### src/rtl/hazard_scoreboard_if.sv
// hazard_scoreboard_if: decode/execute hazard bus between ID and the hazard scoreboard
interface hazard_scoreboard_if #(
  parameter int REG_AW = 5,
  parameter int FWD_STAGES = 2,
  parameter int CNT_W = 32
);
  localparam int FSEL_W = $clog2(FWD_STAGES + 1);
  logic id_valid_i;
  logic [REG_AW-1:0] id_rs1_i;
  logic [REG_AW-1:0] id_rs2_i;
  logic id_use_rs1_i;
  logic id_use_rs2_i;
  logic [REG_AW-1:0] id_rd_i;
  logic id_regwrite_i;
  logic id_memread_i;
  logic redirect_i;
  logic stall_o;
  logic flush_o;
  logic [FSEL_W-1:0] forward_a_o;
  logic [FSEL_W-1:0] forward_b_o;
  logic [CNT_W-1:0] stall_cnt_o;
  logic [CNT_W-1:0] flush_cnt_o;
  modport master (
    output id_valid_i, id_rs1_i, id_rs2_i, id_use_rs1_i, id_use_rs2_i,
    output id_rd_i, id_regwrite_i, id_memread_i, redirect_i,
    input stall_o, flush_o, forward_a_o, forward_b_o, stall_cnt_o, flush_cnt_o
  );
  modport slave (
    input id_valid_i, id_rs1_i, id_rs2_i, id_use_rs1_i, id_use_rs2_i,
    input id_rd_i, id_regwrite_i, id_memread_i, redirect_i,
    output stall_o, flush_o, forward_a_o, forward_b_o, stall_cnt_o, flush_cnt_o
  );
endinterface

### src/rtl/hazard_scoreboard.sv
// hazard_scoreboard: shift-register scoreboard giving forward selects, load-use stalls, redirect flush and event counters
module hazard_scoreboard #(
  parameter int REG_AW = 5,
  parameter int FWD_STAGES = 2,
  parameter int LOAD_LAT = 1,
  parameter int BRANCH_STAGE = 1,
  parameter int CNT_W = 32
) (
  input logic clk_i,
  input logic reset_i,
  hazard_scoreboard_if.slave bus
);
  localparam int FSEL_W = $clog2(FWD_STAGES + 1);
  typedef struct packed {
    logic valid;
    logic regwrite;
    logic memread;
    logic use_rs1;
    logic use_rs2;
    logic [REG_AW-1:0] rd;
    logic [REG_AW-1:0] rs1;
    logic [REG_AW-1:0] rs2;
  } entry_t;
  entry_t sb [0:FWD_STAGES];
  entry_t id_e;
  logic hazard;
  logic stall;
  logic flush;
  logic issue;
  logic [FSEL_W-1:0] fwd_a;
  logic [FSEL_W-1:0] fwd_b;
  logic [CNT_W-1:0] stall_cnt;
  logic [CNT_W-1:0] flush_cnt;
  function automatic logic hit(entry_t e, logic [REG_AW-1:0] s);
    return e.valid && e.regwrite && e.rd == s && e.rd != '0;
  endfunction
  always_comb begin
    id_e = '{valid: bus.id_valid_i, regwrite: bus.id_regwrite_i, memread: bus.id_memread_i,
             use_rs1: bus.id_use_rs1_i, use_rs2: bus.id_use_rs2_i, rd: bus.id_rd_i,
             rs1: bus.id_rs1_i, rs2: bus.id_rs2_i};
    hazard = 1'b0;
    for (int j = 0; j < FWD_STAGES; j++)
      if (j + 1 <= LOAD_LAT && sb[j].memread &&
          ((bus.id_use_rs1_i && hit(sb[j], bus.id_rs1_i)) ||
           (bus.id_use_rs2_i && hit(sb[j], bus.id_rs2_i))))
        hazard = 1'b1;
    stall = hazard && bus.id_valid_i && !bus.redirect_i && !reset_i;
    flush = bus.redirect_i && !reset_i;
    issue = bus.id_valid_i && !stall && !bus.redirect_i;
    fwd_a = '0;
    fwd_b = '0;
    for (int k = FWD_STAGES; k >= 1; k--) begin
      if (sb[0].valid && sb[0].use_rs1 && hit(sb[k], sb[0].rs1) && (!sb[k].memread || k > LOAD_LAT))
        fwd_a = FSEL_W'(k);
      if (sb[0].valid && sb[0].use_rs2 && hit(sb[k], sb[0].rs2) && (!sb[k].memread || k > LOAD_LAT))
        fwd_b = FSEL_W'(k);
    end
    fwd_a = reset_i ? '0 : fwd_a;
    fwd_b = reset_i ? '0 : fwd_b;
  end
  always_ff @(posedge clk_i) begin
    if (reset_i) begin
      for (int k = 0; k <= FWD_STAGES; k++)
        sb[k] <= '0;
      stall_cnt <= '0;
      flush_cnt <= '0;
    end else begin
      sb[0] <= issue ? id_e : '0;
      for (int k = 1; k <= FWD_STAGES; k++)
        sb[k] <= sb[k-1];
      for (int k = 0; k <= FWD_STAGES; k++)
        if (bus.redirect_i && k < BRANCH_STAGE)
          sb[k].valid <= 1'b0;
      if (stall && !(&stall_cnt))
        stall_cnt <= stall_cnt + 1'b1;
      if (flush && !(&flush_cnt))
        flush_cnt <= flush_cnt + 1'b1;
    end
  end
  assign bus.stall_o = stall;
  assign bus.flush_o = flush;
  assign bus.forward_a_o = fwd_a;
  assign bus.forward_b_o = fwd_b;
  assign bus.stall_cnt_o = stall_cnt;
  assign bus.flush_cnt_o = flush_cnt;
endmodule

### src/flat_wrapper.sv
// flat-port wrapper written by rule: the top's interface ports become plain ports
module hazard_scoreboard_flat 
#(
  parameter int REG_AW = 5,
  parameter int FWD_STAGES = 2,
  parameter int LOAD_LAT = 1,
  parameter int BRANCH_STAGE = 1,
  parameter int CNT_W = 32
)
  (clk_i, reset_i, bus_id_valid_i, bus_id_rs1_i, bus_id_rs2_i, bus_id_use_rs1_i, bus_id_use_rs2_i, bus_id_rd_i, bus_id_regwrite_i, bus_id_memread_i, bus_redirect_i, bus_stall_o, bus_flush_o, bus_forward_a_o, bus_forward_b_o, bus_stall_cnt_o, bus_flush_cnt_o);
  hazard_scoreboard_if #(.REG_AW(REG_AW), .FWD_STAGES(FWD_STAGES), .CNT_W(CNT_W)) bus_i ();
  input logic clk_i;
  input logic reset_i;
  input wire logic [$bits(bus_i.id_valid_i)-1:0] bus_id_valid_i;
  input wire logic [$bits(bus_i.id_rs1_i)-1:0] bus_id_rs1_i;
  input wire logic [$bits(bus_i.id_rs2_i)-1:0] bus_id_rs2_i;
  input wire logic [$bits(bus_i.id_use_rs1_i)-1:0] bus_id_use_rs1_i;
  input wire logic [$bits(bus_i.id_use_rs2_i)-1:0] bus_id_use_rs2_i;
  input wire logic [$bits(bus_i.id_rd_i)-1:0] bus_id_rd_i;
  input wire logic [$bits(bus_i.id_regwrite_i)-1:0] bus_id_regwrite_i;
  input wire logic [$bits(bus_i.id_memread_i)-1:0] bus_id_memread_i;
  input wire logic [$bits(bus_i.redirect_i)-1:0] bus_redirect_i;
  output wire logic [$bits(bus_i.stall_o)-1:0] bus_stall_o;
  output wire logic [$bits(bus_i.flush_o)-1:0] bus_flush_o;
  output wire logic [$bits(bus_i.forward_a_o)-1:0] bus_forward_a_o;
  output wire logic [$bits(bus_i.forward_b_o)-1:0] bus_forward_b_o;
  output wire logic [$bits(bus_i.stall_cnt_o)-1:0] bus_stall_cnt_o;
  output wire logic [$bits(bus_i.flush_cnt_o)-1:0] bus_flush_cnt_o;
  assign bus_i.id_valid_i = bus_id_valid_i;
  assign bus_i.id_rs1_i = bus_id_rs1_i;
  assign bus_i.id_rs2_i = bus_id_rs2_i;
  assign bus_i.id_use_rs1_i = bus_id_use_rs1_i;
  assign bus_i.id_use_rs2_i = bus_id_use_rs2_i;
  assign bus_i.id_rd_i = bus_id_rd_i;
  assign bus_i.id_regwrite_i = bus_id_regwrite_i;
  assign bus_i.id_memread_i = bus_id_memread_i;
  assign bus_i.redirect_i = bus_redirect_i;
  assign bus_stall_o = bus_i.stall_o;
  assign bus_flush_o = bus_i.flush_o;
  assign bus_forward_a_o = bus_i.forward_a_o;
  assign bus_forward_b_o = bus_i.forward_b_o;
  assign bus_stall_cnt_o = bus_i.stall_cnt_o;
  assign bus_flush_cnt_o = bus_i.flush_cnt_o;
  hazard_scoreboard #(.REG_AW(REG_AW), .FWD_STAGES(FWD_STAGES), .LOAD_LAT(LOAD_LAT), .BRANCH_STAGE(BRANCH_STAGE), .CNT_W(CNT_W)) u_core (.clk_i(clk_i), .reset_i(reset_i), .bus(bus_i));
endmodule
### config.mk
export PLATFORM = sky130hd
export DESIGN_NAME = hazard_scoreboard_flat
export DESIGN_NICKNAME = d
export VERILOG_FILES = /design/src/rtl/hazard_scoreboard_if.sv /design/src/rtl/hazard_scoreboard.sv /design/src/flat_wrapper.sv
export SDC_FILE = /design/constraint.sdc
export NUM_CORES = 1
export LEC_CHECK = 0
export BUFFER_PORTS_ARGS = -buffer_cell sky130_fd_sc_hd__buf_2
export CAP_MARGIN = 20
export CORE_MARGIN = 5
export CORE_UTILIZATION = 40
export CTS_CLUSTER_DIAMETER = 80
export DETAILED_ROUTE_END_ITERATION = 7
export PLACE_DENSITY_LB_ADDON = 0.3
export SLEW_MARGIN = 30
export SYNTH_ARGS = -nofsm -noshare
export SYNTH_HDL_FRONTEND = slang
export SYNTH_SLANG_ARGS = --single-unit
### constraint.sdc
create_clock -name clk_i -period 4.5 [get_ports clk_i]
set_input_delay 0.45 -clock clk_i [delete_from_list [all_inputs] [get_ports clk_i]]
set_output_delay 0.45 -clock clk_i [all_outputs]
set_load 0.05 [all_outputs]
==> results.sh, run 1 <==
export IMPL_synth_top_family_by_area="simple AND/OR/NAND/NOR gates"
export IMPL_drt_iter0_drc=261
export IMPL_synth_ff_type="dfxtp_1"
export IMPL_final_util_pct=49.2
export IMPL_status="finished, final reports clean"
export IMPL_cts_tree="built"
export IMPL_cts_resized=0
export IMPL_synth_edf_count=0
export IMPL_grt_max_degree=47
export IMPL_slew_headroom_pct=43.2
export IMPL_drtAntennaViolNets=0
export IMPL_hpwl_um=7970
export IMPL_clock_sinks=99
export IMPL_grt_overflow=0
export IMPL_dieArea_mm2=0.0136
export IMPL_final_nets=632
export IMPL_rsz0062_at_grt="no"
export IMPL_place_area_mm2=0.00512
export IMPL_hold_viol_final=0
export IMPL_synthXorXnorAreaFrac_pct=11.2
export IMPL_die_width_um=116
export IMPL_worst_slew_pin_slew_ps=852
export IMPL_fmax_mhz=312
export IMPL_synthAdderAreaFrac_pct=0.552
export IMPL_hold_buffers=0
export IMPL_setup_worst_path_start_class="primary input"
export IMPL_min_path_type="primary input to flip-flop"
export IMPL_nFillCells=1077
export IMPL_synth_net_count=547
export IMPL_stdcell_area_mm2=0.00541
export IMPL_wl_per_cell_um=14.5
export IMPL_core_mm2=0.0110
export IMPL_synth_compound_area_share_pct=8.39
export IMPL_async_flop_share_pct=0
export IMPL_path_clk_slew_ps=70
export IMPL_finalSetupViolCount=0
export IMPL_rows=38
export IMPL_vias=3986
export IMPL_yosysUniqueCellTypes=44
export IMPL_cts_root_buffer_cell="clkbuf_16"
export IMPL_drtPass1Iterations=4
export IMPL_crit_fanout=46
export IMPL_rrSetupSlack_ps=1910
export IMPL_n_antenna_cell=0
export IMPL_fin_setup_tns_ps=0
export IMPL_synth_avg_cell_area_um2=8.69
export IMPL_synthMuxAreaShare_pct=1.46
export IMPL_drc=0
export IMPL_netlist_instances=522
export IMPL_gp_congestion=0.825
export IMPL_avgViaCountPerCell=5.30
export IMPL_clock_path_buffers=2
export IMPL_criticalPathCategory="primary input to primary output"
export IMPL_insertion_delay_ps=340
export IMPL_syn2layout_area_growth_pct=19.3
export IMPL_regArea_mm2=0.00198
export IMPL_drt_total_wl_um=10900
export IMPL_gr_usage_all_layers_pct=16.4
export IMPL_grt_pass1_wl_um=18000
export IMPL_top_level_ports=93
export IMPL_synth_warnings=0
export IMPL_maxSlewViolCount=0
export IMPL_antenna_found_initial=0
export IMPL_critPathCaptureType="primary output"
export IMPL_skew_ps=8.21
export IMPL_postCtsSetupBuffers=0
export IMPL_syn_area_mm2=0.00453
export IMPL_cp_arrival_ps=2750
export IMPL_leakagePower_nw=2.20
export IMPL_drive_gt1_share_pct=19.8
export IMPL_die_h_um=116
export IMPL_ys_ff_latch=99
export IMPL_power_density_mw_per_mm2=316
export IMPL_irDropWorstVdd_v=0.000156
export IMPL_ys_seq_area_share_pct=43.7
export IMPL_synthSimpleGateAreaFrac_pct=32.3
export IMPL_htreeDepth=3
export IMPL_grt_pass1_vias=3766
export IMPL_multiInputGateArea_mm2=0.00246
export IMPL_start_util_pct=41.3
export IMPL_min_period_ps=3200
export IMPL_crit_required_ps=4050
export IMPL_numPortBuffers=92
export IMPL_maxCapViolCount=0
export IMPL_cts_buffers=9
export IMPL_fin_crit_sh_pct=71.2
## synthesized netlist by cell type (3+ instances only)
cell type	number	area share, %
nand4_1	20	2.8
nand2_1	29	2.4
nor3_1	17	1.9
xnor2_1	30	5.8
or3_1	21	2.9
nor4_1	14	1.9
and3_1	13	1.8
nor2_1	51	4.2
clkbuf_1	16	1.3
nand3_1	30	3.3
dfxtp_1	99	44
nand2b_1	3	0.41
a21oi_1	30	3.3
nor4b_1	3	0.58
mux2_2	4	0.99
and2_1	21	2.9
nor2b_1	19	2.6
inv_1	7	0.58
and4_1	6	1.2
xor2_1	28	5.4
o21ai_0	22	2.4
or4_1	8	1.3
o31ai_1	5	0.83
## placed cells by master (no fill, tap or decap), drive strengths merged, types with 2 or more instances in the layout
master	netlist	routed
o31ai	5	5
nand2b	3	3
nor4	16	16
nor2	51	51
a31oi	2	2
and4	6	6
o21ai	22	22
nor4b	3	3
mux2	5	5
and3	13	13
clkbuf	16	10
nand2	30	30
and2	21	21
or3	22	22
xor2	28	28
nand4	21	21
buf	4	94
nor3	17	17
a21oi	30	30
nor2b	19	19
xnor2	30	30
nand3	30	30
or4	8	8
inv	8	12
ha	2	2
dfxtp	99	99
## state kept, by name, summed over array words and instances, names as in the netlist
name and count:
u_core.bus.flush_cnt_o 32, u_core.bus.stall_cnt_o 32, u_core.sb 35
## logic make-up after synthesis
group / after synthesis
flops: 99
fa+ha+maj: 2
mux: 6
buf+inv: 28
xor+xnor: 58
compound gates: 67
simple gates: 262
## power breakdown
| part | internal [W] | leakage (nW) | total, W | switching [W] |
|---|---|---|---|---|
| clock | 0.000388 | 0.138 | 0.000747 | 0.000358 |
| sequential | 0.000884 | 0.800 | 0.000893 | 0.00000916 |
| combinational | 0.0000265 | 1.26 | 0.0000666 | 0.0000401 |
## area by class of cell
class / count / area share, %
clock inverters: 6 / 1.04
repair buffers: 94 / 8.79
multi-input cells: 395 / 45.5
clock buffers: 10 / 4.23
inverters: 8 / 0.555
flip-flops and latches: 99 / 36.6
well taps: 140 / 3.24
## per-layer routing
| metal | part of all wire (%) | up-vias | wire length (um) | track usage, % |
|---|---|---|---|---|
| li1 | - | 2024 | - | - |
| met4 | 1.1 | 0 | 122 | 7.04 |
| met2 | 43 | 87 | 4730 | 24.6 |
| met3 | 5.6 | 8 | 615 | 2.95 |
| met5 | 0 | - | 0 | 0 |
| met1 | 50 | 1867 | 5440 | 23.2 |
## through the flow
stage | power, W | instances | worst slack (ps) | hold WS, ps
2_1_floorplan | 0.000957 | 522 | 1990 | 438
3_3_place_gp | 0.000979 | 736 | 1480 | 448
3_5_place_dp | 0.000981 | 736 | 1300 | 460
4_1_cts | 0.00173 | 752 | 1280 | 288
5_1_grt | 0.00178 | 752 | 1090 | 294
6_report | 0.00171 | 752 | 1300 | 299
## worst max-delay path, stage by stage
cell and delay, ps:
buf_2 360, nor2b_1 250, nand3_1 90, nor3_1 490
nand2_1 500, inv_2 300, buf_2 310
## worst paths after layout
check	end	from	cells after the start
hold reg to reg	u_core.sb[1][18]	u_core.sb[0][18]	1
hold / removal	u_core.sb[0][11]	bus_id_rd_i[1]	2
setup / recovery	bus_stall_o	reset_i	7
setup reg to reg	u_core.bus.stall_cnt_o[24]	u_core.sb[0][14]	6
No activity file was read; power rests on OpenSTA's default activity.
==> run 2: changes to the inputs <==
clock period = 3.1 ns   (was 4.5 ns; I/O delays follow)
==> run 2 against run 1 <==
- sequential share of layout area is 0.24 points lower
- die area stayed put
- worst setup slack worse by 850 ps
- wire length is 0.26% lower
- clock skew is 3.9 ps higher
- power is 49% higher
- count of clock-buffer cells in the layout is 1 lower
- critical path type is now flip-flop to primary output
- critical endpoint unchanged
- largest power group unchanged
==> results.sh, run 2 (same netlist as run 1, synthesis figures left out) <==
export IMPL_grt_max_degree=89
export IMPL_multiInputGateArea_mm2=0.00245
export IMPL_cp_slowest_stage_delay_ps=420
export IMPL_final_cell_mix="99 x dfxtp_1, 92 x buf_2, 51 x nor2_1"
export IMPL_postCtsSetupBuffers=0
export IMPL_finalSetupViolCount=0
export IMPL_drc=0
export IMPL_htreeDepth=3
export IMPL_place_area_mm2=0.00513
export IMPL_clock_path_buffers=2
export IMPL_finalWorstSetupSlack_ps=445
export IMPL_gp_congestion=0.859
export IMPL_fin_crit_sh_pct=85.6
export IMPL_core_mm2=0.0110
export IMPL_grt_pass1_wl_um=17800
export IMPL_path_clk_slew_ps=80
export IMPL_start_util_pct=41.3
export IMPL_grt_overflow=0
export IMPL_setup_worst_path_start_class="flip-flop"
export IMPL_path_cells="xnor2_1 -> nand4_1 -> o22ai_1 -> nand2_1 -> inv_2 -> buf_2"
export IMPL_maxSlewViolCount=0
export IMPL_hold_buffers=0
export IMPL_insertion_delay_ps=350
export IMPL_irDropWorstVdd_v=0.000297
export IMPL_maxCapViolCount=0
export IMPL_largest_register_ff_count=35
export IMPL_power_density_mw_per_mm2=468
export IMPL_fin_setup_tns_ps=0
export IMPL_cts_root_buffer_cell="clkbuf_16"
export IMPL_hpwl_um=7890
export IMPL_wl_per_cell_um=14.4
export IMPL_min_period_ps=2650
export IMPL_cts_buffers=9
export IMPL_final_nets=635
export IMPL_final_common_cell="dfxtp_1"
export IMPL_critPathCaptureType="primary output"
export IMPL_criticalPathCategory="flip-flop to primary output"
export IMPL_antenna_found_initial=0
export IMPL_drt_iter0_drc=248
export IMPL_rows=38
export IMPL_grt_pass1_vias=3707
export IMPL_die_width_um=116
export IMPL_gr_usage_all_layers_pct=16.3
export IMPL_cp_top_family="buffers and inverters"
export IMPL_drive_gt1_share_pct=20.3
export IMPL_skew_ps=12.1
export IMPL_path_buf_inv=2
export IMPL_drt_total_wl_um=10900
export IMPL_nFillCells=1061
export IMPL_cp_arrival_ps=2340
export IMPL_crit_required_ps=2790
export IMPL_clock_sinks=99
export IMPL_stdcell_area_mm2=0.00544
export IMPL_largest_register="u_core.sb"
export IMPL_syn2layout_area_growth_pct=20.1
export IMPL_slowest_stage="dfxtp_1"
export IMPL_dieArea_mm2=0.0136
export IMPL_worst_slew_pin_slew_ps=889
export IMPL_top_level_ports=93
export IMPL_pre_cts_ws_ps=658
export IMPL_cts_tree="built"
export IMPL_fmax_mhz=377
export IMPL_n_antenna_cell=0
export IMPL_vias=4031
export IMPL_cts_resized=0
export IMPL_hold_slack_ps=154
export IMPL_leakagePower_nw=2.24
export IMPL_rsz0062_at_grt="no"
export IMPL_regArea_mm2=0.00198
export IMPL_drtAntennaViolNets=0
export IMPL_avgViaCountPerCell=5.34
export IMPL_crit_fanout=18
export IMPL_min_path_type="primary input to flip-flop"
export IMPL_drtPass1Iterations=4
export IMPL_slew_headroom_pct=40.7
export IMPL_die_h_um=116
export IMPL_status="finished, final reports clean"
export IMPL_final_util_pct=49.6
export IMPL_hold_viol_final=0
export IMPL_numPortBuffers=92
run 2: cell count changes in the layout (fill, tap and decap cells not counted), sizes merged:
cell	previous run	this run
buf	94	97
clkbuf	10	9
clkinvlp	1	0
inv	12	14
run 2: final timing paths:
path	from	endpoint	slack, ps	cells after the start
max	u_core.sb[0][14]	bus_stall_o	450	6
min	bus_id_rd_i[0]	u_core.sb[0][10]	150	2
max reg2reg	u_core.bus.flush_cnt_o[0]	u_core.bus.flush_cnt_o[5]	720	7
min reg2reg	u_core.sb[1][18]	u_core.sb[2][18]	470	1
run 2: power by group:
part	internal (W)	switching, W
Sequential	0.00128	0.0000128
Clock	0.000586	0.000569
Combinational	0.0000388	0.0000591
run 2: final cells by class:
| type | instances | share of cell area [%] |
|---|---|---|
| Timing Repair Buffer | 97 | 9.15 |
| Clock inverter | 7 | 1.49 |
| Multi-Input combinational cell | 395 | 45.0 |
| Clock buffer | 9 | 4.14 |
| Tap cell | 140 | 3.22 |
| Sequential cell | 99 | 36.4 |
| Inverter | 8 | 0.552 |
run 2: metrics by stage:
stage	cells	total power, W
2_1_floorplan	522	0.00139
3_3_place_gp	739	0.00142
3_5_place_dp	739	0.00142
4_1_cts	755	0.00258
5_1_grt	755	0.00265
6_report	755	0.00255
run 2: routing by layer:
metal  vias to the layer above  track usage [%]  part of all wire, %
li1                       2028                -                    -
met1                      1867             22.2                   48
met2                       119             25.1                   43
met3                        17             3.58                  6.6
met4                         0             6.96                  2.0
met5                         -                0                    0
